## src/rtl/stage_fetch_queue_pkg.sv

```systemverilog
// Fetch front-end shared constants: instruction width, default reset PC and PC stride.
// No logic, so no latency or backpressure of its own.
package stage_fetch_queue_pkg;

    localparam int          INST_W           = 32;
    localparam logic [31:0] DEF_RESET_VECTOR = 32'hBFC0_0000;
    localparam int          PC_INC           = 4;

    typedef logic [INST_W-1:0] inst_t;

endpackage

```

## src/rtl/stage_fetch_queue_fifo.sv

```systemverilog
// Synchronous FIFO with flush, wrap-around pointers plus occupancy count; head is registered, 1-cycle write-to-read.
// A push is taken when not full or when a pop happens in the same cycle; flush beats both.
module stage_fetch_queue_fifo
    import stage_fetch_queue_pkg::*;
#(
    parameter int WIDTH = INST_W + 32,
    parameter int DEPTH = 4
) (
    input  logic                   clk,
    input  logic                   reset,
    input  logic                   i_flush,
    input  logic                   i_push,
    input  logic [WIDTH-1:0]       i_push_dat,
    input  logic                   i_pop,
    output logic                   o_vld,
    output logic [WIDTH-1:0]       o_dat,
    output logic [$clog2(DEPTH):0] o_count
);

    localparam int AW = $clog2(DEPTH);
    localparam int CW = AW + 1;

    logic [WIDTH-1:0] r_mem [DEPTH];
    logic [AW-1:0]    r_rd_ptr;
    logic [AW-1:0]    r_wr_ptr;
    logic [CW-1:0]    r_count;
    logic             w_push;
    logic             w_pop;

    assign w_pop  = i_pop && (r_count != '0);
    assign w_push = i_push && ((r_count != CW'(DEPTH)) || w_pop);

    always_ff @(posedge clk or negedge reset) begin
        if (!reset) begin
            r_rd_ptr <= '0;
            r_wr_ptr <= '0;
            r_count  <= '0;
        end else if (i_flush) begin
            r_rd_ptr <= '0;
            r_wr_ptr <= '0;
            r_count  <= '0;
        end else begin
            if (w_push) begin
                r_wr_ptr <= r_wr_ptr + AW'(1);
            end
            if (w_pop) begin
                r_rd_ptr <= r_rd_ptr + AW'(1);
            end
            r_count <= r_count + CW'(w_push) - CW'(w_pop);
        end
    end

    // Storage is not reset; the head is masked to zero whenever the queue is empty.
    always_ff @(posedge clk) begin
        if (w_push && !i_flush) begin
            r_mem[r_wr_ptr] <= i_push_dat;
        end
    end

    assign o_vld   = (r_count != '0);
    assign o_dat   = o_vld ? r_mem[r_rd_ptr] : '0;
    assign o_count = r_count;

endmodule

```

## src/rtl/stage_fetch_queue.sv

```systemverilog
// In-order instruction fetch with a DEPTH-entry queue and redirect flush; response to inst_valid is 1 cycle.
// Requests are credit-limited (queued + in flight < DEPTH); FETCH_ALIGN_CHECK_EN enables misaligned-redirect fault.
module stage_fetch_queue
    import stage_fetch_queue_pkg::*;
#(
    parameter int              XLEN         = 32,
    parameter logic [XLEN-1:0] RESET_VECTOR = XLEN'(DEF_RESET_VECTOR),
    parameter int              DEPTH        = 4
) (
    input  logic              clk,
    input  logic              reset,
    input  logic              redirect_valid,
    input  logic [XLEN-1:0]   redirect_pc,
    output logic              mem_req_valid,
    input  logic              mem_req_ready,
    output logic [XLEN-3:0]   mem_req_addr,
    input  logic              mem_rsp_valid,
    input  logic [INST_W-1:0] mem_rsp_data,
    output logic              inst_valid,
    input  logic              inst_ready,
    output logic [INST_W-1:0] inst_data,
    output logic [XLEN-1:0]   inst_pc,
    output logic              fetch_fault
);

    localparam int              CW         = $clog2(DEPTH) + 1;
    localparam int              CW1        = CW + 1;
    localparam int              QW         = INST_W + XLEN;
    localparam logic [CW:0]     CREDIT_MAX = CW1'(DEPTH);
    localparam logic [XLEN-1:0] PC_STEP    = XLEN'(PC_INC);

    logic [XLEN-1:0] r_pc;
    logic [XLEN-1:0] r_rsp_pc;
    logic [XLEN-1:0] w_redir_pc;
    logic [CW-1:0]   r_outstanding;
    logic [CW-1:0]   r_drop;
    logic [CW-1:0]   w_count;
    logic [CW-1:0]   w_rsp_cnt;
    logic            w_fault;
    logic            w_issue;
    logic            w_push;
    logic            w_pop;
    logic            w_q_vld;
    logic [QW-1:0]   w_q_dat;
    inst_t           w_head_inst;

    assign w_redir_pc = {redirect_pc[XLEN-1:2], 2'b00};
    assign w_rsp_cnt  = CW'(mem_rsp_valid);

    // Queued plus in-flight words never exceed DEPTH, so every response has a slot waiting for it.
    assign mem_req_valid = reset
                        && (({1'b0, w_count} + {1'b0, r_outstanding}) < CREDIT_MAX)
                        && !redirect_valid && !w_fault;
    assign mem_req_addr  = r_pc[XLEN-1:2];
    assign w_issue       = mem_req_valid && mem_req_ready;

    assign w_push = mem_rsp_valid && !redirect_valid && (r_drop == '0);
    assign w_pop  = w_q_vld && inst_ready && !redirect_valid;

    always_ff @(posedge clk or negedge reset) begin
        if (!reset) begin
            r_pc          <= RESET_VECTOR;
            r_rsp_pc      <= RESET_VECTOR;
            r_outstanding <= '0;
            r_drop        <= '0;
        end else if (redirect_valid) begin
            // Everything still in flight belongs to the old path, including earlier pending drops.
            r_pc          <= w_redir_pc;
            r_rsp_pc      <= w_redir_pc;
            r_outstanding <= r_outstanding - w_rsp_cnt;
            r_drop        <= r_outstanding - w_rsp_cnt;
        end else begin
            if (w_issue) begin
                r_pc <= r_pc + PC_STEP;
            end
            if (mem_rsp_valid && (r_drop != '0)) begin
                r_drop <= r_drop - CW'(1);
            end
            if (w_push) begin
                r_rsp_pc <= r_rsp_pc + PC_STEP;
            end
            r_outstanding <= r_outstanding + CW'(w_issue) - w_rsp_cnt;
        end
    end

`ifdef FETCH_ALIGN_CHECK_EN
    logic r_fault;

    always_ff @(posedge clk or negedge reset) begin
        if (!reset) begin
            r_fault <= 1'b0;
        end else if (redirect_valid) begin
            r_fault <= (redirect_pc[1:0] != 2'b00);
        end
    end

    assign w_fault = r_fault;
`else
    logic w_unused_lsb;

    assign w_unused_lsb = ^redirect_pc[1:0];
    assign w_fault      = 1'b0;
`endif

    assign fetch_fault = w_fault;

    stage_fetch_queue_fifo #(
        .WIDTH (QW),
        .DEPTH (DEPTH)
    ) u_queue (
        .clk        (clk),
        .reset      (reset),
        .i_flush    (redirect_valid),
        .i_push     (w_push),
        .i_push_dat ({mem_rsp_data, r_rsp_pc}),
        .i_pop      (w_pop),
        .o_vld      (w_q_vld),
        .o_dat      (w_q_dat),
        .o_count    (w_count)
    );

    assign w_head_inst = w_q_dat[QW-1:XLEN];
    assign inst_valid  = w_q_vld;
    assign inst_data   = w_head_inst;
    assign inst_pc     = w_q_dat[XLEN-1:0];

endmodule

```

## config.mk

```make
export PLATFORM = sky130hd
export DESIGN_NAME = stage_fetch_queue
export DESIGN_NICKNAME = d
export VERILOG_FILES = /design/src/rtl/stage_fetch_queue_pkg.sv /design/src/rtl/stage_fetch_queue_fifo.sv /design/src/rtl/stage_fetch_queue.sv
export SDC_FILE = /design/constraint.sdc
export NUM_CORES = 1
export LEC_CHECK = 0
export CORE_ASPECT_RATIO = 0.5
export CORE_MARGIN = 2
export CORE_UTILIZATION = 34
export DETAILED_ROUTE_END_ITERATION = 12
export MAX_ROUTING_LAYER = met4
export PLACE_DENSITY_LB_ADDON = 0.05
export SYNTH_ARGS = -nofsm -noshare
export SYNTH_HDL_FRONTEND = slang
export SYNTH_SLANG_ARGS = --single-unit
```

## constraint.sdc

```tcl
create_clock -name clk -period 4.01 [get_ports clk]
set_input_delay 0.802 -clock clk [delete_from_list [all_inputs] [get_ports clk]]
set_output_delay 0.802 -clock clk [all_outputs]
set_load 0.01 [all_outputs]
```

Word level (Yosys, flattened, before mapping). Memories as Yosys holds them, arrays and structs flattened. Index checks and enable logic that the tools add are counted.

$add $sub $neg: 11. Eq/ne operators: 1. Reductions and logical operators: 21. Magnitude comparators: 1. Mux-type cells: 15.

Operator list (number): 32-bit two-way mux (4); 32-bit by 3-bit adder with 32-bit output (second input constant) (2); 64-bit two-way mux (1); 3-bit two-way mux (4); 1-bit logical AND (11); 2-bit nonzero test (5); 3-bit by 1-bit subtractor with 3-bit output (3); 2-bit two-way mux (4); 3-bit by 1-bit adder with 3-bit output (2); 3-bit nonzero test (2); 2-bit by 1-bit adder with 2-bit output (second input constant) (2); 3-bit by 3-bit adder with 4-bit output (1); 4-bit by 3-bit < comparator with 1-bit output (second input constant) (1); 3-bit zero test (1); 3-bit inequality test (second input constant) (1); 3-bit by 1-bit subtractor with 3-bit output (second input constant) (1); 1-bit two-way mux (2); 1-bit zero test (1); 1-bit logical OR (1).

Output and inout port bits: 97. Logic and storage cells: 57. Flip-flop bits (word level): 77. Input bits: 70. RAM bits: 256. Memories kept: 1.

Memory list: u_queue.r_mem (words 4, width 64, rd ports 1, clocked after memory_dff 0, write ports 1, line stage_fetch_queue_fifo.sv:23) `logic [WIDTH-1:0] r_mem [DEPTH];`.

Depth between registers and ports, before layout.
Word-level depth: 9. Depth in mapped cells: 13. Gate-level depth less buffers: 11.

By module. A second synthesis with hierarchy kept.

Cells, all modules: 853. Area total of the unflattened synthesis: 14192.4 um^2.

By module, submodules not included: stage_fetch_queue_fifo (cells each 451, sequential area each 7862.5 um^2, times used 1, area each 10119.7 um^2); stage_fetch_queue (cells each 402, sequential area each 1674.1 um^2, times used 1, area each 4072.7 um^2).

Least setup slack after synthesis. OpenSTA, ideal clock, no wires.

Kind: input port to flip-flop. Start: in mem_rsp_valid. End: mem u_queue.r_mem[0][10] in the netlist's numbering (enable). Stages: 5. Setup time: 426 ps. Buffers on the path: 1. Slack: 613 ps. Data arrival time: 2971 ps. Data required time: 3584 ps. Cell sequence: and3b_1 -> buf_2 -> o41ai_1 -> nor2_1 -> and2_1.

Cells in the longest elaborated chain, start to end: 6.

Ends and longest elaborated chain: start: declaration (line stage_fetch_queue.sv:17) `input logic mem_rsp_valid,`; 1-bit logical AND (2 in series) (line stage_fetch_queue.sv:57) `assign w_push = mem_rsp_valid && !redirect_valid && (r_drop == '0);`; 1-bit logical AND (line stage_fetch_queue_fifo.sv:31) `assign w_push = i_push && ((r_count != CW'(DEPTH)) || w_pop);`; 1-bit logical AND (line stage_fetch_queue_fifo.sv:55) `if (w_push && !i_flush) begin`; 1-bit two-way mux (line stage_fetch_queue_fifo.sv:55); 1-bit two-way mux (implied by the code) (line stage_fetch_queue_fifo.sv:56) `r_mem[r_wr_ptr] <= i_push_dat;`; end: declaration (line stage_fetch_queue_fifo.sv:23).

No other way between the ends.

Worst setup path in the final report.
Start: reg u_queue.r_rd_ptr[0]. End: out inst_data[17].

Cells in the longest elaborated chain, start to end: 2.

Ends and longest elaborated chain: start: declaration (line stage_fetch_queue_fifo.sv:24) `logic [AW-1:0] r_rd_ptr;`; start signal: assignment (line stage_fetch_queue_fifo.sv:47) `r_rd_ptr <= r_rd_ptr + AW'(1);`; memory 4 x 64 bit; 64-bit two-way mux (line stage_fetch_queue_fifo.sv:61) `assign o_dat = o_vld ? r_mem[r_rd_ptr] : '0;`; end: declaration (line stage_fetch_queue.sv:21) `output logic [INST_W-1:0] inst_data,`.

No other way between the ends.

==> impl_metrics.env <==
export IMPL_die_area_sq_mm=0.04190
export IMPL_grt_pass1_vias=8169
export IMPL_rrSetupSlack_ns=1.36
export IMPL_overflow=0
export IMPL_p_leak_nw=5.762
export IMPL_cp_slowest_cell="dfrtp_4"
export IMPL_worst_r2r_endpoint="r_outstanding[2]"
export IMPL_ys_seq_elements=321
export IMPL_regArea_sq_mm=0.009304
export IMPL_async_reset_ff_frac=0.2274
export IMPL_crit_required_ns=3.21
export IMPL_mostFrequentLayoutCells="248 x edfxtp_1, 159 x clkdlybuf4s50_1, 66 x and2_1, 62 x mux4_2, 57 x nand2_1"
export IMPL_crit_type="reg -> out"
export IMPL_slew_viol_final=0
export IMPL_crit_fanout=27
export IMPL_synth_seq_area_share=0.6804
export IMPL_grt_use_total=0.1626
export IMPL_finalCritPeriodShare=0.9087
export IMPL_powerDensity_mw_per_mm2=568.2
export IMPL_syn_area_sq_mm=0.01366
export IMPL_finClkSkew_ns=0.01068
export IMPL_layout_setup_ws_ns=0.3660
export IMPL_ys_flop_type="edfxtp_1"
export IMPL_crit_chain="buf_12 -> mux4_2 -> and2_1 -> clkdlybuf4s50_1"
export IMPL_hold_path_class="in -> async"
export IMPL_num_rows=51
export IMPL_multi_input_area_sq_mm=0.004111
export IMPL_numClockSinks=321
export IMPL_hpwl_um=21060
export IMPL_cts_tree="yes"
export IMPL_first_pass_iters=4
export IMPL_start_util=0.3482
export IMPL_drcViolationCount=0
export IMPL_drtAntennaViolNets=0
export IMPL_grt_antenna_before_repair=1
export IMPL_synthToLayoutAreaGrowth_pct=25.20
export IMPL_max_slew_margin=0.3321
export IMPL_max_stage_delay_ns=0.73
export IMPL_swShare=0.2735
export IMPL_cap_violations=0
export IMPL_reg2reg_depth=11
export IMPL_io_buffers=161
export IMPL_grt_pass1_wl_um=50160
export IMPL_grt_max_degree=74
export IMPL_routed_wl_um=32730
export IMPL_via_count=7817
export IMPL_postCtsSetupBuffers=0
export IMPL_endpoint_kind="primary output"
export IMPL_nFillCells=3528
export IMPL_start_kind="flop"
export IMPL_vias_per_cell=4.938
export IMPL_synthDistinctLibCells=52
export IMPL_dp_cells=1526
export IMPL_timing_rr_start="u_queue.o_count[1]"
export IMPL_period_minus_slack_ns=3.644
export IMPL_final_cells=1583
export IMPL_dp_slack_ns=0.7813
export IMPL_final_core_util=0.4359
export IMPL_status="finished clean"
export IMPL_path_clk_slew_ns=0.07
export IMPL_tightest_slew_ns=1.002
export IMPL_syn_inst=853
export IMPL_h_tree_depth=1
export IMPL_die_h_um=145.8
export IMPL_boundaryPins=167
export IMPL_p_sw_w=0.002659
export IMPL_layout_commonest_cell="edfxtp_1"
export IMPL_internal_power_w=0.007062
export IMPL_final_layout_size_suffix_gt1_frac=0.1711
export IMPL_die_w_um=287.5
export IMPL_rsz0062_at_grt="false"
export IMPL_synth_edf_count=248
export IMPL_hold_viol_final=0
export IMPL_seqPwrFrac=0.425
export IMPL_coreArea_sq_mm=0.03924
export IMPL_clk_latency_ns=0.57
export IMPL_setup_viol=0
export IMPL_globalplace_congestion=0.7957
export IMPL_comb_power_share=0.266
export IMPL_ir_worst_vdd_v=0.0003245
export IMPL_drt_iter0_drc=388
export IMPL_tns_ns=0
export IMPL_root_buffer="clkbuf_16"
export IMPL_clockBufferDepth=3
export IMPL_wl_per_cell_um=20.68
export IMPL_cts_buffers=31
export IMPL_fin_nets=1117
export IMPL_synth_warnings=0
export IMPL_max_freq_mhz=274.4
export IMPL_arrival_ns=2.84
export IMPL_syn_area_per_cell_sq_um=16.02
export IMPL_clkPwrFrac=0.309
## worst max-delay path, delay by kind of cell, from the launching register on
family | cells | cell delay, ns
buffers and inverters | 2 | 0.80
flip-flops | 1 | 0.73
multiplexers | 1 | 0.53
AND/OR/NAND/NOR | 1 | 0.20
## power by group through the flow
stage / logic (W) / registers, W / clock network (W)
floorplan: 0.00149 / 0.00406 / 0
global placement: 0.00265 / 0.00420 / 0
detailed placement: 0.00266 / 0.00420 / 0
CTS: 0.00267 / 0.00414 / 0.00311
global route: 0.00284 / 0.00417 / 0.00323
finish: 0.00258 / 0.00413 / 0.00300
## cells in the mapped netlist, types with 2 or more instances
| cell | number | share of area |
|---|---|---|
| edfxtp_1 | 248 | 0.55 |
| and2_1 | 70 | 0.032 |
| mux4_2 | 62 | 0.10 |
| nand2_1 | 57 | 0.016 |
| dfrtp_1 | 55 | 0.10 |
| o21ai_0 | 39 | 0.014 |
| xor2_1 | 30 | 0.019 |
| nand3_1 | 27 | 0.0099 |
| clkbuf_1 | 24 | 0.0066 |
| nor2_1 | 24 | 0.0066 |
| nand4_1 | 21 | 0.0096 |
| dfstp_2 | 18 | 0.035 |
| inv_1 | 17 | 0.0047 |
| ha_1 | 16 | 0.015 |
| xnor2_1 | 13 | 0.0083 |
| buf_2 | 12 | 0.0044 |
| a21oi_1 | 10 | 0.0037 |
| and3_1 | 10 | 0.0046 |
| mux2_2 | 9 | 0.0074 |
| o211ai_1 | 9 | 0.0049 |
| o21ai_1 | 8 | 0.0029 |
| a31oi_1 | 7 | 0.0032 |
| and4_1 | 6 | 0.0038 |
| nor3_1 | 6 | 0.0022 |
| buf_4 | 5 | 0.0027 |
| o311ai_0 | 5 | 0.0032 |
| nand2b_1 | 4 | 0.0018 |
| or3_1 | 4 | 0.0018 |
| a31o_2 | 3 | 0.0019 |
| mux2i_1 | 3 | 0.0022 |
| nand4b_1 | 3 | 0.0019 |
| a21boi_0 | 2 | 0.0011 |
| a41oi_1 | 2 | 0.0013 |
| buf_1 | 2 | 0.00055 |
| fa_1 | 2 | 0.0029 |
| inv_2 | 2 | 0.00055 |
| nand4_4 | 2 | 0.0031 |
| nor4_4 | 2 | 0.0031 |
## metal layers
layer,global-route usage,up-vias,routed length [um]
met5,-,-,0
met4,0.02813,0,503
met3,0.02633,40,1109
met2,0.2523,134,15290
met1,0.2285,4021,15830
li1,-,3622,-
## registers in the layout, summed over array words and instances, names as in the netlist
| name | cells |
|---|---|
| u_queue.r_mem | 248 |
| r_pc | 30 |
| r_rsp_pc | 30 |
| r_drop | 3 |
| r_outstanding | 3 |
| u_queue.o_count | 3 |
| u_queue.r_rd_ptr | 2 |
| u_queue.r_wr_ptr | 2 |
## worst max path at each step
stage,to,slack (ns),depth (start not counted),startpoint
2_1_floorplan,u_queue.r_mem[0][10],0.61,5,mem_rsp_valid
3_3_place_gp,inst_pc[18],0.79,4,u_queue.o_count[0]
3_5_place_dp,inst_pc[17],0.78,4,u_queue.o_count[1]
4_1_cts,inst_pc[17],0.16,4,u_queue.o_count[1]
5_1_grt,inst_data[4],0.21,4,u_queue.r_rd_ptr[0]
6_report,inst_data[17],0.37,4,u_queue.r_rd_ptr[0]
## final cells by class
class	count	area share
repair buffers	185	0.1122
well taps	530	0.03877
flip-flops and latches	321	0.5439
multi-input cells	471	0.2403
inverters	19	0.004169
clock buffers	42	0.04893
clock inverters	14	0.01156
diodes	1	0.0001463
## per-stage QoR
stage | power (W) | cell area, sq um | hold slack [ns]
final | 0.009721 | 17110 | 0.5185
after floorplan | 0.005550 | 13670 | 0.4760
after CTS | 0.009910 | 17100 | 0.5303
after global routing | 0.01024 | 17110 | 0.5604
after global placement | 0.006847 | 16070 | 0.5118
after detailed placement | 0.006862 | 16070 | 0.5179
## cell families (layout without fill, tap and decap cells)
family / count (synthesis) / after routing / share of synthesized area
compound gates: 88 / 88 / 0.03837
xor+xnor: 43 / 43 / 0.02756
fa+ha+maj: 18 / 18 / 0.01758
buf+inv: 63 / 260 / 0.02033
flops: 321 / 321 / 0.6804
mux: 74 / 74 / 0.1118
other cells: 1 / 4 / 0.0002745
simple gates: 245 / 245 / 0.1037
## timing repair
action,CTS,global route
endpoints found under the setup margin,0,1
hold buffers,0,0
resized for setup,0,1
Note: power is estimated with default switching activity, not from simulation.
